$ cat config.mk
export PLATFORM = sky130hd
export DESIGN_NAME = sgdmac_desc_fetcher_pv
export DESIGN_NICKNAME = d
export VERILOG_FILES = /design/src/rtl/sgdmac_desc_fetcher_pv.sv
export SDC_FILE = /design/constraint.sdc
export NUM_CORES = 1
export LEC_CHECK = 0
export ABC_CLOCK_PERIOD_IN_PS = 10420
export BUFFER_PORTS_ARGS = -buffer_cell sky130_fd_sc_hd__buf_2
export CORE_MARGIN = 4
export CORE_UTILIZATION = 50
export DETAILED_ROUTE_END_ITERATION = 8
export PLACE_DENSITY = 0.74
export SYNTH_ARGS = -nofsm -noshare
export SYNTH_HDL_FRONTEND = slang
export SYNTH_SLANG_ARGS = --single-unit
$ cat constraint.sdc
create_clock -name clk -period 10.42 [get_ports clk]
set_input_delay 2.084 -clock clk [delete_from_list [all_inputs] [get_ports clk]]
set_output_delay 2.084 -clock clk [all_outputs]
set_load 0.005 [all_outputs]
$ cat src/rtl/sgdmac_desc_fetcher_pv.sv
// rtl/sgdmac_desc_fetcher_pv.sv - SGDMAC linked-descriptor fetcher feeding the command FIFO
//
// Walks a chain of descriptors over an AXI read port and pushes one
// {address, length} command per non-empty descriptor into the command FIFO.
//
// Ports:
//   clk, rst                    clock, asynchronous active-high reset
//   start_ptr_i, start_i        first descriptor address, start request (IDLE only)
//   abort_i                     stop at the next descriptor boundary
//   done_o, error_o, desc_cnt_o status: idle, sticky error, descriptors processed
//   ar*_o / arready_i           AXI read address channel (one burst per descriptor)
//   r*_i / rready_o             AXI read data channel
//   afull_i                     command FIFO almost full
//   wren_o, wdata_o, rw_o       command FIFO write strobe, {address, length}, direction
module sgdmac_desc_fetcher_pv #(
    parameter int         LEN_W      = 16,
    parameter int         DESC_WORDS = 4,
    parameter logic [3:0] AXI_ID     = 4'd0
) (
    input  logic                  clk,
    input  logic                  rst,
    input  logic [31:0]           start_ptr_i,
    input  logic                  start_i,
    input  logic                  abort_i,
    output logic                  done_o,
    output logic                  error_o,
    output logic [15:0]           desc_cnt_o,
    output logic [3:0]            arid_o,
    output logic [31:0]           araddr_o,
    output logic [3:0]            arlen_o,
    output logic [2:0]            arsize_o,
    output logic [1:0]            arburst_o,
    output logic                  arvalid_o,
    input  logic                  arready_i,
    input  logic [3:0]            rid_i,
    input  logic [31:0]           rdata_i,
    input  logic [1:0]            rresp_i,
    input  logic                  rlast_i,
    input  logic                  rvalid_i,
    output logic                  rready_o,
    input  logic                  afull_i,
    output logic                  wren_o,
    output logic [32+LEN_W-1:0]   wdata_o,
    output logic                  rw_o
);

    localparam logic [1:0] S_IDLE = 2'd0;
    localparam logic [1:0] S_AR   = 2'd1;
    localparam logic [1:0] S_R    = 2'd2;
    localparam logic [1:0] S_PUSH = 2'd3;

    localparam logic [4:0] LAST_BEAT = 5'(DESC_WORDS - 1);

    logic [1:0]            state;
    logic [31:0]           ptr;
    logic [31:0]           start_cpy;
    logic [15:0]           count;
    logic                  err;
    logic                  abort_lat;
    logic [4:0]            beat;
    logic                  burst_err;
    logic [31:0]           d_addr;
    logic [LEN_W-1:0]      d_len;
    logic                  d_rw;
    logic                  d_eoc;
    logic [31:0]           d_next;
    logic [32+LEN_W-1:0]   wdata_q;
    logic                  rw_q;

    logic                  beat_bad;
    logic                  leave_push;
    logic                  chain_end;

    // The ID is constant by construction; the bus field is kept for interface completeness.
    logic unused_rid;
    assign unused_rid = &{1'b0, rid_i};

    // A beat is bad on a slave error or when rlast disagrees with the expected burst length.
    assign beat_bad   = (rresp_i != 2'b00) || (rlast_i != (beat == LAST_BEAT));

    // Zero-length descriptors never write, so they need not wait for FIFO space.
    assign leave_push = (state == S_PUSH) && (!afull_i || (d_len == '0));

    // An abort arriving in the final PUSH cycle is honoured at this boundary too.
    assign chain_end  = d_eoc || (d_next == 32'd0) || (d_next == start_cpy) ||
                        abort_lat || abort_i;

    assign done_o     = (state == S_IDLE);
    assign error_o    = err;
    assign desc_cnt_o = count;
    assign arvalid_o  = (state == S_AR);
    assign araddr_o   = ptr;
    // Constant burst attributes are only presented alongside arvalid_o.
    assign arid_o     = arvalid_o ? AXI_ID : 4'd0;
    assign arlen_o    = arvalid_o ? 4'(DESC_WORDS - 1) : 4'd0;
    assign arsize_o   = arvalid_o ? 3'b010 : 3'b000;
    assign arburst_o  = arvalid_o ? 2'b01 : 2'b00;
    assign rready_o   = (state == S_R);
    assign wren_o     = (state == S_PUSH) && !afull_i && (d_len != '0);
    assign wdata_o    = wdata_q;
    assign rw_o       = rw_q;

    always_ff @(posedge clk or posedge rst) begin
        if (rst) begin
            state     <= S_IDLE;
            ptr       <= 32'd0;
            start_cpy <= 32'd0;
            count     <= 16'd0;
            err       <= 1'b0;
            abort_lat <= 1'b0;
            beat      <= 5'd0;
            burst_err <= 1'b0;
            d_addr    <= 32'd0;
            d_len     <= '0;
            d_rw      <= 1'b0;
            d_eoc     <= 1'b0;
            d_next    <= 32'd0;
            wdata_q   <= '0;
            rw_q      <= 1'b0;
        end else begin
            if (abort_i && (state != S_IDLE)) begin
                abort_lat <= 1'b1;
            end

            case (state)
                S_IDLE: begin
                    if (start_i) begin
                        ptr       <= start_ptr_i;
                        start_cpy <= start_ptr_i;
                        count     <= 16'd0;
                        err       <= 1'b0;
                        abort_lat <= 1'b0;
                        state     <= S_AR;
                    end
                end

                S_AR: begin
                    if (arready_i) begin
                        beat      <= 5'd0;
                        burst_err <= 1'b0;
                        state     <= S_R;
                    end
                end

                S_R: begin
                    if (rvalid_i) begin
                        case (beat)
                            5'd0:    d_addr <= rdata_i;
                            5'd1:    d_len  <= rdata_i[LEN_W-1:0];
                            5'd2:    begin
                                         d_rw  <= rdata_i[0];
                                         d_eoc <= rdata_i[1];
                                     end
                            5'd3:    d_next <= rdata_i;
                            default: ;
                        endcase
                        // Saturate so an overlong burst cannot wrap back onto a valid beat index.
                        if (beat != 5'd31) begin
                            beat <= beat + 5'd1;
                        end
                        if (beat_bad) begin
                            err       <= 1'b1;
                            burst_err <= 1'b1;
                        end
                        if (rlast_i) begin
                            if (burst_err || beat_bad) begin
                                state <= S_IDLE;
                            end else begin
                                // Address and length arrive on beats 0/1, always before rlast.
                                wdata_q <= {d_addr, d_len};
                                rw_q    <= d_rw;
                                state   <= S_PUSH;
                            end
                        end
                    end
                end

                S_PUSH: begin
                    if (leave_push) begin
                        if (count != 16'hFFFF) begin
                            count <= count + 16'd1;
                        end
                        if (chain_end) begin
                            state <= S_IDLE;
                        end else begin
                            ptr   <= d_next;
                            state <= S_AR;
                        end
                    end
                end

                default: state <= S_IDLE;
            endcase
        end
    end

endmodule
# == Word-level counts from Yosys, hierarchy flattened ==
# Cells that the tools add are included.
# word_totals
ff_bits,221
latch_bits,0
ramBits,0
romBits,0
out_inout_bits,115
word_cells,103
mem_count,0
# classes
add_sub_neg,2
n_mul,0
div,0
n_lt_le_gt_ge,0
n_eq_ne,19
shift,0
muxes,32
n_bitwise,1
n_reduce_logical,34
# op_table
operator,n
two-way mux 32 bit,3
one-hot mux 32 bit (2 select lines),1
two-way mux 16 bit,3
== test 32 bit,1
zero test 32 bit,1
one-hot mux 16 bit (2 select lines),1
AND reduction 4 bit,6
adder 16 x 1 -> 16 bit (second input constant),1
zero test 16 bit,1
two-way mux 2 bit,8
inequality test 16 bit (second input constant),1
nonzero test 16 bit,1
two-way mux 5 bit,3
AND reduction 3 bit,4
== test 5 x 2 -> 1 bit (second input constant),2
inequality test 2 bit (second input constant),5
one-hot mux 5 bit (2 select lines),1
nonzero test 2 bit,5
two-way mux 1 bit,9
inequality test 2 x 1 -> 1 bit (second input constant),4
one-hot mux 2 bit (4 select lines),1
logical OR 1 bit,7
adder 5 x 1 -> 5 bit (second input constant),1
== test 5 x 1 -> 1 bit (second input constant),1
other kinds (12),17

# == Logic depth before layout (Yosys ltp) ==
# Gate-level depths: netlist of run 1.
# depth
ltp_word,8
ltp_mapped,8
ltp_nobuf,7

# == Worst setup path after synthesis of run 1 ==
# OpenSTA, ideal clock, no wires.
# synth_timing
path_kind,input to output
startpoint,in afull_i
endpoint,out wren_o
arrival_time_ns,2.199
required_time_ns,8.336
path_slack_ns,6.137
path_stages,1
n_path_buf,0
cell_sequence,nor2b_1
# synth_between
elab_chain_len,3
# synth_rtl
item,line,rtl
start: declaration,41,"input logic afull_i,"
zero test 1 bit,99,assign wren_o = (state == S_PUSH) && !afull_i && (d_len != '0);
logical AND 1 bit (2 in a row),99,
end: declaration,42,"output logic wren_o,"
# Every way passes these cells.

# == Final worst setup path of run 1 ==
# layout_timing
startpoint,reg state[0]
endpoint,out wren_o
# layout_between
elab_chain_len,3
# layout_rtl
item,line,rtl
start: declaration,54,logic [1:0] state;
start signal: assignment,105,state <= S_IDLE;
start signal: assignment,133,state <= S_AR;
start signal: assignment,141,state <= S_R;
== test 2 bit,99,
logical AND 1 bit (2 in a row),99,
# Every way passes these cells.

==> results.cfg, run 1 <==
[outcome]
status = finished, final reports clean

[synthesis]
synth.top_cell.area_share_pct = 57.3
synthesis.area_mm2 = 0.00965
synth_seq_cells = 221
post-synth-top-count-cell = dfrtp_1
synth-main-ff-cell = dfrtp_1
yosysSeqAreaShare_pct = 57.3
ys_top_cells_by_count = 221 x dfrtp_1, 185 x mux2_2, 121 x nand2_1, 24 x xnor2_1, 23 x xor2_1
synth_cells = 758
async_reset_ff_share_pct = 100
yosysWarnings = 0
synthDistinctLibCells = 44
yosys-top-cells-area = dfrtp_1 57%, mux2_2 22%, nand2_1 4.7%
synth_area_per_cell_um2 = 12.7
synth_top_area_cell = dfrtp_1
synth_edf_count = 0

[drt]
via_count = 6370
viasPerCell = 5.27
first_pass_iters = 5
wirelength_um = 22200
ant_nets = 0
wl_per_cell_um = 18.4
drt_iter0_drc = 269
drc = 0

[timing]
finalSetupViolations = 0
fin_crit_sh_pct = 46.7
rsz0062_at_grt = no
finalHoldViolCount = 0
tightestPinTransition_ps = 1190
fin_tns_setup_ps = 0
min_period_ps = 4870
report.final.slew_viol_count = 0
worst_hold_slack_ps = 479
slew-limit-headroom_pct = 20.4
clock.fmax_mhz = 205
finClkSkew_ps = 23.6

[clock_tree]
clock_path_buffers = 3
postCtsSetupRepairBufs = 0
root_buffer = clkbuf_16
ctsResizeCount = 0
clk_pin_slew_ps = 60
cts_buffers = 24
clock_sinks = 221
htreeDepth = 1
clk_latency_ps = 520
cts_tree = built
hold_buffers = 0

[placed_design]
io_buffers = 179
hpwl_um = 15200
place_congestion = 0.825

[floorplan]
dieArea_mm2 = 0.0216
die_w_um = 147
dieHeight_um = 147
coreArea_mm2 = 0.0188
initial_core_util_pct = 51.2
ios = 193
rows = 50

[global_routing]
grt_pass1_vias = 6589
grt_overflow = 0
grt_pass1_wl_um = 36200
grtUsageTotal_pct = 20.6
antenna_found_initial = 2
grt_max_degree = 106

[setup_path]
cp-end-kind = output port
cp_max_fo = 35
critPathLaunch = state[0]
path_class = flop to output port
rrSetupSlack_ps = 6890
r2r_start = state[0]
start_kind = flop
crit_arrival_ps = 2780
worst_ep_required_time_ps = 8340

[power]
vdd_ir_drop_max_v = 0.000186
p_per_area_mw_per_mm2 = 263
power_leakage_nw = 5.90

[layout]
fillers = 1494
syn_to_final_growth_pct = 19.8
finalNetCount = 1014
drive_gt1_share_pct = 43.7

[min_path]
hold_class = flop to flop
hold_start = wdata_o[17]

[run]
max_cap_violations = 0
[critical path, stage by stage, from the launching register on]
cell	delay, ps
dfrtp_1	680
nand2_2	660
a41oi_1	630
nor2b_1	180
buf_2	110
[kinds of logic after synthesis]
logic type      after synthesis  synth area share, %
flops                       221                 57.3
other cells                   1               0.0389
xor+xnor                     47                 4.27
mux                         196                 22.9
buf+inv                      54                 2.83
simple gates                192                 9.01
compound gates               41                 2.89
fa+ha+maj                     6                0.778
[layer usage]
layer  global-route usage [%]  share of wire [%]  vias up
met4                     5.78                2.6        2
met3                     5.00                6.2       44
met5                        0              0.058        -
met2                     32.4                 47      175
li1                         -                  -     2979
met1                     29.0                 45     3170
[per-stage QoR]
step	cell area [µm²]	cells	power [mW]	utilization, %	worst slack (ps)
floorplan	9680	766	1.88	-	2290
global placement	10700	1164	2.15	57.0	5930
detailed placement	10700	1164	2.18	57.0	5920
CTS	11600	1207	3.08	61.4	5520
global route	11600	1208	3.23	61.4	5340
finish	11600	1208	3.04	61.4	5550
[layout by cell type (no fill, tap or decap), drive strengths merged, types with 13 or more instances in the layout]
cell,count
mux2,195
nand2,121
clkbuf,34
nor2,18
xor2,23
buf,185
dfrtp,221
xnor2,24
o21ai,13
nor4,19
[report_power, final]
part           switching, mW  leakage (nW)  internal [mW]  total [mW]
Sequential             0.190          2.88           1.14        1.33
Combinational          0.395          2.62          0.431       0.826
Clock                  0.340         0.401          0.546       0.886
Total                  0.925          5.90           2.12        3.04
[final cells by class]
type	count	area [µm²]	share of cell area, %
flip-flops and latches	221	5530	47.8
multi-input cells	491	3900	33.7
repair buffers	185	941	8.14
clock buffers	34	668	5.78
well taps	260	325	2.81
clock inverters	9	159	1.37
inverters	7	33.8	0.292
diodes	1	2.50	0.0216
[flip-flops by register name, summed over array words and instances (netlist names)]
register    cells
start_cpy      32
abort_lat       1
wdata_o        48
araddr_o       32
error_o         1
d_rw            1
rw_o            1
burst_err       1
desc_cnt_o     16
state           2
d_len          16
d_addr         32
d_eoc           1
d_next         32
beat            5
[worst paths after layout]
kind,end,cells after the start
max in group asynchronous,d_addr[10],3
min reg2reg,wdata_o[17],1
min,wdata_o[17],1
max reg2reg,araddr_o[3],7
min in group asynchronous,wdata_o[27],2
max,wren_o,4
Power figures use the tool's default switching activity.
==> run 2: changes to the inputs <==
Settings changed: ABC_CLOCK_PERIOD_IN_PS 10420 to 4250, PLACE_DENSITY 0.74 to 0.76.
Clock period 10.42 ns to 4.25 ns, I/O delays scaled along.
==> run 2 against run 1 <==
Clock power up 120%. Setup slack got worse by 4700 ps. Core utilization is 0.073 points lower. Largest power group unchanged. Highest routed layer unchanged. Register-to-register slack worse by 6000 ps. Clock-buffer cell count rose by 2. Largest cell class unchanged.
==> results.cfg, run 2 (synthesis results as in run 1) <==
[outcome]
status = finished, final reports clean

[clock_tree]
clock_sinks = 221
htreeDepth = 1
clock_path_buffers = 3
clk_pin_slew_ps = 60
ctsResizeCount = 0
cts_tree = built
hold_buffers = 0
root_buffer = clkbuf_16
postCtsSetupRepairBufs = 0
cts_buffers = 24
clk_latency_ps = 500

[power]
power_mw = 7.29
p_per_area_mw_per_mm2 = 631
power_leakage_nw = 5.89
vdd_ir_drop_max_v = 0.000371

[setup_path]
crit_chain = nor4_1, a41oi_1, nand2_1, o31ai_1, o21ai_4, buf_12, mux2_2
cp_max_fo = 19
path_buf_inv = 1
cp-end-kind = flop
crit_arrival_ps = 3770
critPathTopFamily = compound AO/OA/AOI/OAI gates
cpPeakStageDelay_ps = 600
rrSetupSlack_ps = 870
path_class = flop to flop
crit_path_top_delay_cell = nor4_1
reg2reg_depth = 7
worst_ep_required_time_ps = 4630
start_kind = flop
worst-path-stages = 7

[min_path]
hold_class = flop to flop
whs_path_depth = 1

[floorplan]
dieArea_mm2 = 0.0216
coreArea_mm2 = 0.0188
die_w_um = 147
rows = 50
ios = 193
dieHeight_um = 147
initial_core_util_pct = 51.2

[layout]
drive_gt1_share_pct = 44.0
syn_to_final_growth_pct = 19.7
multiInputGateArea_mm2 = 0.00390
final_cell_mix = 221 x dfrtp_1, 185 x mux2_2, 179 x buf_2
register_area_mm2 = 0.00553
finalNetCount = 1018
fin_area_mm2 = 0.0115
final_common_cell = dfrtp_1
fillers = 1559
largest_register_ffs = 48

[placed_design]
hpwl_um = 15400
place_congestion = 0.789
dpl-instance-area_mm2 = 0.0108
io_buffers = 179

[drt]
first_pass_iters = 4
viasPerCell = 5.29
wirelength_um = 22400
drc = 0
drt_iter0_drc = 314
via_count = 6398
wl_per_cell_um = 18.5
ant_nets = 0

[timing]
fin_tns_setup_ps = 0
finalSetupViolations = 0
fin_crit_sh_pct = 79.6
clock.fmax_mhz = 295
finClkSkew_ps = 7.47
worst_hold_slack_ps = 478
report.final.slew_viol_count = 0
min_period_ps = 3380
rsz0062_at_grt = no
slew-limit-headroom_pct = 23.6
tightestPinTransition_ps = 1140
finalHoldViolCount = 0

[global_routing]
grt_pass1_vias = 6644
antenna_found_initial = 3
grtUsageTotal_pct = 20.5
grt_overflow = 0
grt_max_degree = 113
grt_pass1_wl_um = 36300

[run]
max_cap_violations = 0
-- run 2: cell types whose count changed in the layout (fill, tap and decap cells not counted), moves of 2 or more --
| cell | before | now |
|---|---|---|
| buf_12 | 0 | 3 |
| bufinv_16 | 4 | 0 |
| clkbuf_1 | 7 | 5 |
| clkbuf_8 | 3 | 6 |
-- run 2: power by group --
group | internal [mW] | switching (mW) | total (mW)
clock | 1.17 | 0.797 | 1.97
sequential | 2.80 | 0.432 | 3.23
combinational | 1.08 | 1.01 | 2.09
total | 5.05 | 2.24 | 7.29
-- run 2: final timing paths --
check	endpoint	startpoint
max in group asynchronous	wdata_o[21]	rst
worst max-delay path	araddr_o[18]	d_len[11]
worst min-delay path	wdata_o[21]	wdata_o[21]
min in group asynchronous	wdata_o[28]	rst
worst min register to register	wdata_o[21]	wdata_o[21]
worst max register to register	araddr_o[18]	d_len[11]
-- run 2: metrics by stage --
stage	setup slack (ps)	utilization, %	cells
global placement	955	57.3	1168
floorplan	518	-	766
global route	685	61.3	1209
CTS	905	61.3	1208
finish	866	61.3	1209
detailed placement	938	57.3	1168
-- run 2: layout make-up --
type,count,share of cell area (%)
flip-flops and latches,221,47.9
multi-input cells,491,33.8
repair buffers,189,8.73
clock buffers,36,6.30
well taps,260,2.82
inverters,7,0.260
clock inverters,4,0.195
diodes,1,0.0217
-- run 2: routing by layer --
| layer | vias up | global-route usage, % | routed length (µm) |
|---|---|---|---|
| met5 | - | 0 | 21 |
| met4 | 4 | 5.08 | 435 |
| met3 | 35 | 5.06 | 1430 |
| met2 | 174 | 33.4 | 10400 |
| met1 | 3203 | 28.0 | 10000 |
| li1 | 2982 | - | - |
